### src/rtl/video_timing_meas_if.sv
// rtl/video_timing_meas_if.sv - video sync inputs and timing measurement results
//
// Purpose: bundles the pixel-domain sync inputs and the per-frame timing results.
// Ports (signals):
//   vid_vs, vid_hs, vid_de           sync/enable inputs, synchronous to pixel_clk
//   h_total, h_active                clocks per line / de-high clocks per line
//   v_total, v_active                lines per frame / active lines per frame
//   meas_valid                       one-cycle pulse when results update
//   locked                           timing stable
//   sig_lost                         one-cycle pulse on vs timeout
// Modports: master drives the video signals and observes results; slave is the meter.
interface video_timing_meas_if #(
  parameter int CNT_W = 13
);
  logic             vid_vs;
  logic             vid_hs;
  logic             vid_de;
  logic [CNT_W-1:0] h_total;
  logic [CNT_W-1:0] h_active;
  logic [CNT_W-1:0] v_total;
  logic [CNT_W-1:0] v_active;
  logic             meas_valid;
  logic             locked;
  logic             sig_lost;

  modport master (
    output vid_vs, vid_hs, vid_de,
    input  h_total, h_active, v_total, v_active, meas_valid, locked, sig_lost
  );

  modport slave (
    input  vid_vs, vid_hs, vid_de,
    output h_total, h_active, v_total, v_active, meas_valid, locked, sig_lost
  );
endinterface

### src/rtl/video_timing_meas.sv
// rtl/video_timing_meas.sv - per-frame video timing measurement with lock and loss detect
//
// Purpose: measures h total/active and v total/active of the incoming video, commits
// them once per frame on the vs leading edge, asserts locked after STABLE_FRAMES
// identical commits and pulses sig_lost when no vs arrives for TIMEOUT_CLKS clocks.
// Ports:
//   pixel_clk   pixel clock, the only clock
//   sys_rst_n   asynchronous active-low reset
//   bus         video_timing_meas_if.slave: vid_vs/vid_hs/vid_de in, results out
module video_timing_meas #(
  parameter int CNT_W         = 13,
  parameter int STABLE_FRAMES = 3,
  parameter int TIMEOUT_CLKS  = 4000000,
  parameter bit VS_POL        = 1'b1,
  parameter bit HS_POL        = 1'b1
) (
  input logic                pixel_clk,
  input logic                sys_rst_n,
  video_timing_meas_if.slave bus
);

  localparam int               TO_W     = $clog2(TIMEOUT_CLKS + 1);
  localparam logic [CNT_W-1:0] CNT_MAX  = '1;
  localparam logic [CNT_W-1:0] CNT_ONE  = CNT_W'(1);
  localparam logic [TO_W-1:0]  TO_LAST  = TO_W'(TIMEOUT_CLKS - 1);
  localparam logic [3:0]       STABLE_N = 4'(STABLE_FRAMES);

  typedef enum logic {S_WAIT_VS, S_MEASURE} state_t;

  // Polarity-normalised syncs: 1 means active.
  logic vs_a, hs_a, de_a;
  assign vs_a = (bus.vid_vs == VS_POL);
  assign hs_a = (bus.vid_hs == HS_POL);
  assign de_a = bus.vid_de;

  logic vs_q, hs_q, de_q;
  logic vs_edge, hs_edge, de_rise, de_fall;
  assign vs_edge = vs_a & ~vs_q;
  assign hs_edge = hs_a & ~hs_q;
  assign de_rise = de_a & ~de_q;
  assign de_fall = ~de_a & de_q;

  logic [CNT_W-1:0] h_cnt_q, h_cnt_d, h_line_q, h_line_d;
  logic [CNT_W-1:0] de_cnt_q, de_cnt_d, h_act_line_q, h_act_line_d;
  logic [CNT_W-1:0] v_cnt_q, v_cnt_d, va_cnt_q, va_cnt_d;
  logic             sat_q, sat_d, sat_evt;

  state_t           state_q, state_d;
  logic [TO_W-1:0]  to_cnt_q, to_cnt_d;
  logic [3:0]       match_cnt_q, match_cnt_d;
  logic [CNT_W-1:0] h_total_q, h_total_d, h_active_q, h_active_d;
  logic [CNT_W-1:0] v_total_q, v_total_d, v_active_q, v_active_d;
  logic             meas_valid_q, meas_valid_d;
  logic             locked_q, locked_d;
  logic             sig_lost_q, sig_lost_d;
  logic             same_tuple;

  // Line and frame counters. They run in every state; the vs edge restarts the
  // frame counters. sat_evt flags any increment blocked at all-ones, which makes
  // the frame's measurement untrustworthy for lock purposes.
  always_comb begin
    h_cnt_d      = h_cnt_q;
    h_line_d     = h_line_q;
    de_cnt_d     = de_cnt_q;
    h_act_line_d = h_act_line_q;
    v_cnt_d      = v_cnt_q;
    va_cnt_d     = va_cnt_q;
    sat_evt      = 1'b0;

    if (hs_edge) begin
      h_line_d = h_cnt_q;
      h_cnt_d  = CNT_ONE;
    end else if (h_cnt_q == CNT_MAX) begin
      sat_evt = 1'b1;
    end else begin
      h_cnt_d = h_cnt_q + CNT_ONE;
    end

    if (de_fall) begin
      h_act_line_d = de_cnt_q;
      de_cnt_d     = '0;
    end else if (de_a) begin
      if (de_cnt_q == CNT_MAX) sat_evt = 1'b1;
      else                     de_cnt_d = de_cnt_q + CNT_ONE;
    end

    // An hs edge coincident with vs belongs to the new frame.
    if (vs_edge) begin
      v_cnt_d = hs_edge ? CNT_ONE : '0;
    end else if (hs_edge) begin
      if (v_cnt_q == CNT_MAX) sat_evt = 1'b1;
      else                    v_cnt_d = v_cnt_q + CNT_ONE;
    end

    if (vs_edge) begin
      va_cnt_d = '0;
    end else if (de_rise) begin
      if (va_cnt_q == CNT_MAX) sat_evt = 1'b1;
      else                     va_cnt_d = va_cnt_q + CNT_ONE;
    end

    sat_d = vs_edge ? 1'b0 : (sat_q | sat_evt);
  end

  assign same_tuple = (h_line_q == h_total_q) && (h_act_line_q == h_active_q) &&
                      (v_cnt_q == v_total_q) && (va_cnt_q == v_active_q);

  // Control: the first vs edge only arms measurement (that frame was partial);
  // later vs edges commit. A vs edge takes priority over an expiring timeout.
  always_comb begin
    state_d      = state_q;
    to_cnt_d     = to_cnt_q;
    match_cnt_d  = match_cnt_q;
    h_total_d    = h_total_q;
    h_active_d   = h_active_q;
    v_total_d    = v_total_q;
    v_active_d   = v_active_q;
    meas_valid_d = 1'b0;
    locked_d     = locked_q;
    sig_lost_d   = 1'b0;

    case (state_q)
      S_WAIT_VS: begin
        if (vs_edge) begin
          state_d  = S_MEASURE;
          to_cnt_d = '0;
        end
      end
      S_MEASURE: begin
        if (vs_edge) begin
          to_cnt_d     = '0;
          h_total_d    = h_line_q;
          h_active_d   = h_act_line_q;
          v_total_d    = v_cnt_q;
          v_active_d   = va_cnt_q;
          meas_valid_d = 1'b1;
          if (same_tuple && !sat_q) begin
            match_cnt_d = (match_cnt_q == 4'hf) ? 4'hf : match_cnt_q + 4'd1;
          end else begin
            match_cnt_d = sat_q ? 4'd0 : 4'd1;
          end
          locked_d = (match_cnt_d >= STABLE_N);
        end else if (to_cnt_q == TO_LAST) begin
          to_cnt_d    = '0;
          sig_lost_d  = 1'b1;
          locked_d    = 1'b0;
          match_cnt_d = 4'd0;
          state_d     = S_WAIT_VS;
        end else begin
          to_cnt_d = to_cnt_q + TO_W'(1);
        end
      end
      default: state_d = S_WAIT_VS;
    endcase
  end

  always_ff @(posedge pixel_clk or negedge sys_rst_n) begin
    if (!sys_rst_n) begin
      vs_q         <= 1'b0;
      hs_q         <= 1'b0;
      de_q         <= 1'b0;
      h_cnt_q      <= '0;
      h_line_q     <= '0;
      de_cnt_q     <= '0;
      h_act_line_q <= '0;
      v_cnt_q      <= '0;
      va_cnt_q     <= '0;
      sat_q        <= 1'b0;
      state_q      <= S_WAIT_VS;
      to_cnt_q     <= '0;
      match_cnt_q  <= 4'd0;
      h_total_q    <= '0;
      h_active_q   <= '0;
      v_total_q    <= '0;
      v_active_q   <= '0;
      meas_valid_q <= 1'b0;
      locked_q     <= 1'b0;
      sig_lost_q   <= 1'b0;
    end else begin
      vs_q         <= vs_a;
      hs_q         <= hs_a;
      de_q         <= de_a;
      h_cnt_q      <= h_cnt_d;
      h_line_q     <= h_line_d;
      de_cnt_q     <= de_cnt_d;
      h_act_line_q <= h_act_line_d;
      v_cnt_q      <= v_cnt_d;
      va_cnt_q     <= va_cnt_d;
      sat_q        <= sat_d;
      state_q      <= state_d;
      to_cnt_q     <= to_cnt_d;
      match_cnt_q  <= match_cnt_d;
      h_total_q    <= h_total_d;
      h_active_q   <= h_active_d;
      v_total_q    <= v_total_d;
      v_active_q   <= v_active_d;
      meas_valid_q <= meas_valid_d;
      locked_q     <= locked_d;
      sig_lost_q   <= sig_lost_d;
    end
  end

  assign bus.h_total    = h_total_q;
  assign bus.h_active   = h_active_q;
  assign bus.v_total    = v_total_q;
  assign bus.v_active   = v_active_q;
  assign bus.meas_valid = meas_valid_q;
  assign bus.locked     = locked_q;
  assign bus.sig_lost   = sig_lost_q;

endmodule
### src/flat_wrapper.sv
// flat-port wrapper written by rule: the top's interface ports become plain ports
module video_timing_meas_flat 
#(
  parameter int CNT_W         = 13,
  parameter int STABLE_FRAMES = 3,
  parameter int TIMEOUT_CLKS  = 4000000,
  parameter bit VS_POL        = 1'b1,
  parameter bit HS_POL        = 1'b1
)
  (pixel_clk, sys_rst_n, bus_vid_vs, bus_vid_hs, bus_vid_de, bus_h_total, bus_h_active, bus_v_total, bus_v_active, bus_meas_valid, bus_locked, bus_sig_lost);
  video_timing_meas_if #(.CNT_W(CNT_W)) bus_i ();
  input logic pixel_clk;
  input logic sys_rst_n;
  input wire logic [$bits(bus_i.vid_vs)-1:0] bus_vid_vs;
  input wire logic [$bits(bus_i.vid_hs)-1:0] bus_vid_hs;
  input wire logic [$bits(bus_i.vid_de)-1:0] bus_vid_de;
  output wire logic [$bits(bus_i.h_total)-1:0] bus_h_total;
  output wire logic [$bits(bus_i.h_active)-1:0] bus_h_active;
  output wire logic [$bits(bus_i.v_total)-1:0] bus_v_total;
  output wire logic [$bits(bus_i.v_active)-1:0] bus_v_active;
  output wire logic [$bits(bus_i.meas_valid)-1:0] bus_meas_valid;
  output wire logic [$bits(bus_i.locked)-1:0] bus_locked;
  output wire logic [$bits(bus_i.sig_lost)-1:0] bus_sig_lost;
  assign bus_i.vid_vs = bus_vid_vs;
  assign bus_i.vid_hs = bus_vid_hs;
  assign bus_i.vid_de = bus_vid_de;
  assign bus_h_total = bus_i.h_total;
  assign bus_h_active = bus_i.h_active;
  assign bus_v_total = bus_i.v_total;
  assign bus_v_active = bus_i.v_active;
  assign bus_meas_valid = bus_i.meas_valid;
  assign bus_locked = bus_i.locked;
  assign bus_sig_lost = bus_i.sig_lost;
  video_timing_meas #(.CNT_W(CNT_W), .STABLE_FRAMES(STABLE_FRAMES), .TIMEOUT_CLKS(TIMEOUT_CLKS), .VS_POL(VS_POL), .HS_POL(HS_POL)) u_core (.pixel_clk(pixel_clk), .sys_rst_n(sys_rst_n), .bus(bus_i));
endmodule
### config.mk
export PLATFORM = sky130hd
export DESIGN_NAME = video_timing_meas_flat
export DESIGN_NICKNAME = d
export VERILOG_FILES = /design/src/rtl/video_timing_meas_if.sv /design/src/rtl/video_timing_meas.sv /design/src/flat_wrapper.sv
export SDC_FILE = /design/constraint.sdc
export NUM_CORES = 1
export LEC_CHECK = 0
export ABC_AREA = 1
export CELL_PAD_IN_SITES_DETAIL_PLACEMENT = 0
export CELL_PAD_IN_SITES_GLOBAL_PLACEMENT = 1
export CORE_UTILIZATION = 28
export CTS_CLUSTER_SIZE = 40
export DETAILED_ROUTE_END_ITERATION = 10
export PLACE_DENSITY_LB_ADDON = 0.1
export SLEW_MARGIN = 5
export SYNTH_ARGS = -nofsm -noshare
export SYNTH_HDL_FRONTEND = slang
export SYNTH_SLANG_ARGS = --single-unit
### constraint.sdc
create_clock -name pixel_clk -period 2.55 [get_ports pixel_clk]
set_clock_uncertainty 0.05 [all_clocks]
set_input_delay 0.765 -clock pixel_clk [delete_from_list [all_inputs] [get_ports pixel_clk]]
set_output_delay 0.765 -clock pixel_clk [all_outputs]
set_load 0.02 [all_outputs]
==> impl_metrics.env <==
export IMPL_status="finished, final reports clean"
export IMPL_leakage_nw=4.53
export IMPL_cp_slowest_cell="clkdlybuf4s50_1"
export IMPL_slew_violations=0
export IMPL_syn_num_nets=1080
export IMPL_port_buffers=59
export IMPL_drive_above_1_share=0.0905
export IMPL_synthArstFlopShare=1.00
export IMPL_grtUsageMet3=0.0272
export IMPL_cts_tree="done"
export IMPL_synth_ff_type="dfrtp_1"
export IMPL_gr_total_overflow=0
export IMPL_rows=62
export IMPL_busiest_layer="met2"
export IMPL_dpl_cell_area_um2=9570
export IMPL_slowest_delay_ns=0.65
export IMPL_power_density_nw_per_um2=685
export IMPL_hold_violations=0
export IMPL_dieHeight_um=175
export IMPL_use_met2=0.239
export IMPL_worst_path_max_fanout=3
export IMPL_initial_utilization=0.287
export IMPL_worst_setup_path_type="reg2out"
export IMPL_max_slew_worst_pin_slew_ns=0.646
export IMPL_cp_start_kind="flip-flop"
export IMPL_met1_usage=0.221
export IMPL_fp_dieArea_um2=30500
export IMPL_grt_usage=0.154
export IMPL_max_freq_mhz=432
export IMPL_clkSlewWorstSetupHoldPaths_ns=0.07
export IMPL_path_cells="clkdlybuf4s50_1"
export IMPL_gp_congestion=0.752
export IMPL_drt_iter0_markers=355
export IMPL_drt_pass1_iter_count=5
export IMPL_cp_end_kind="output port"
export IMPL_min_path_type="in2async"
export IMPL_critPathTopFamily="buffers and inverters"
export IMPL_fin_crit_ns=2.32
export IMPL_syn_inst=1069
export IMPL_ant_nets=0
export IMPL_cp_data_arrival_time_ns=1.50
export IMPL_antenna_found_initial=0
export IMPL_grt_pass1_wl_um=37000
export IMPL_synth_largest_area_cell="dfrtp_1"
export IMPL_critical_path_buf_inv_count=1
export IMPL_insertion_delay_ns=0.44
export IMPL_ctsResizeCount=0
export IMPL_synth_edff_count=0
export IMPL_diodes=0
export IMPL_grt_max_degree=49
export IMPL_cts_buffer_depth=2
export IMPL_cts_hold_buf=0
export IMPL_n_fill_cell=3110
export IMPL_synthDistinctLibCells=42
export IMPL_final_cell_mix="nand2_1, dfrtp_1, inv_1, o21ai_0, nor2_1"
export IMPL_io_pins=60
export IMPL_yosysWarningCount=0
export IMPL_wl_um=21700
export IMPL_core_um2=29000
export IMPL_drc=0
export IMPL_post_cts_buffers=0
export IMPL_slew_headroom=0.565
export IMPL_ys_ff_latch=164
export IMPL_grt_pass1_vias=6845
export IMPL_avgSynthCellArea_um2=7.80
export IMPL_clockRootBuffer="clkbuf_16"
export IMPL_fp_dieW_um=175
export IMPL_max_cap_viol_count=0
export IMPL_final_period_utilization=0.908
export IMPL_final_util=0.351
export IMPL_peakVddDrop_uv=349
export IMPL_clock_sinks=164
export IMPL_ys_seq_area_frac=0.492
export IMPL_dp_hpwl_um=15700
export IMPL_cts_htree_levels=4
export IMPL_rsz0062_at_grt="false"
export IMPL_worst_ep_required_time_ns=1.74
export IMPL_final_net_count=1158
export IMPL_final_area_um2=10200
export IMPL_synth_area_um2=8340
export IMPL_avgViaCountPerCell=4.39
export IMPL_cts_buffers=17
export IMPL_wl_per_cell_um=14.0
export IMPL_syn_to_final_growth_pct=22.2
export IMPL_final_common_cell="nand2_1"
export IMPL_ys_top_cells_by_area="dfrtp_1, nand2_1, o21ai_0, inv_1, nor2_1"
export IMPL_synth_top_area_frac=0.492
export IMPL_setup_viol=0
export IMPL_vias=6780
==> routing by layer <==
layer	wire, um	up-vias
li1	-	3583
met4	165	0
met1	11300	3111
met2	9620	73
met5	0	-
met3	539	13
==> cell usage after synthesis (3+ instances only) <==
library cell	number
nand2_1	310
nor2_1	83
inv_1	140
nand2_4	4
a31oi_1	6
dfrtp_1	164
nor3_2	4
nor2_4	6
clkbuf_1	15
o21ai_0	119
o31ai_1	3
a21oi_1	23
nand2_2	6
nand3_1	41
nand3_2	6
nor2_2	6
nand4_1	16
inv_2	6
xor2_1	12
o22ai_1	13
nor3_1	25
xnor2_1	11
buf_2	7
nor4_1	4
ha_1	6
o21ai_1	12
==> worst paths after layout <==
path,startpoint,endpoint,slack [ns],depth (start not counted)
min in group pixel_clk,u_core.h_act_line_q[6],u_core.h_act_line_q[6],0.44,2
worst min-delay path,sys_rst_n,u_core.bus.v_total[10],0.19,1
worst min register to register,u_core.h_act_line_q[6],u_core.h_act_line_q[6],0.44,2
worst max-delay path,u_core.bus.v_active[7],bus_v_active[7],0.23,1
max in group asynchronous,sys_rst_n,u_core.bus.v_active[2],1.66,2
worst max register to register,u_core.va_cnt_q[0],u_core.va_cnt_q[8],0.53,13
==> power breakdown <==
group / switching [mW] / internal (mW)
Clock: 1.20 / 1.57
Combinational: 0.683 / 0.466
Sequential: 0.228 / 2.83
==> metrics by stage <==
step / cells / setup TNS, ns / hold slack, ns / total power [mW] / setup slack [ns]
after floorplan: 1069 / 0 / 0.403 / 3.78 / 0.664
after global placement: 1512 / 0 / 0.422 / 4.29 / 0.0466
after detailed placement: 1512 / -0.0370 / 0.428 / 4.29 / -0.0328
after CTS: 1544 / 0 / 0.195 / 7.11 / 0.201
after global routing: 1544 / 0 / 0.204 / 7.42 / 0.166
final: 1544 / 0 / 0.191 / 6.98 / 0.234
==> layout make-up <==
| type | count | area (um2) | area share |
|---|---|---|---|
| repair buffers | 85 | 862 | 0.0846 |
| multi-input cells | 732 | 3570 | 0.350 |
| well taps | 384 | 480 | 0.0472 |
| clock buffers | 17 | 425 | 0.0417 |
| flip-flops and latches | 164 | 4100 | 0.403 |
| inverters | 147 | 552 | 0.0542 |
| clock inverters | 15 | 195 | 0.0192 |
==> cell families (layout without fill, tap and decap cells) <==
group | after synthesis | after routing | synth area share
AOI/OAI and AO/OA | 184 | 184 | 0.117
xor gates and xnor gates | 23 | 23 | 0.0242
adders and majority gates | 6 | 6 | 0.00900
buffers and inverters | 173 | 264 | 0.0807
DFF | 164 | 164 | 0.492
and+or+nand+nor | 519 | 519 | 0.277
==> registers in the layout, summed over array words and instances, names as in the netlist, 4 cells and up <==
| register | cells |
|---|---|
| u_core.bus.h_active | 13 |
| u_core.bus.h_total | 13 |
| u_core.bus.v_active | 13 |
| u_core.bus.v_total | 13 |
| u_core.de_cnt_q | 13 |
| u_core.h_act_line_q | 13 |
| u_core.h_cnt_q | 13 |
| u_core.h_line_q | 13 |
| u_core.match_cnt_q | 4 |
| u_core.to_cnt_q | 22 |
| u_core.v_cnt_q | 13 |
| u_core.va_cnt_q | 13 |
Note: power is estimated with default switching activity, not from simulation.
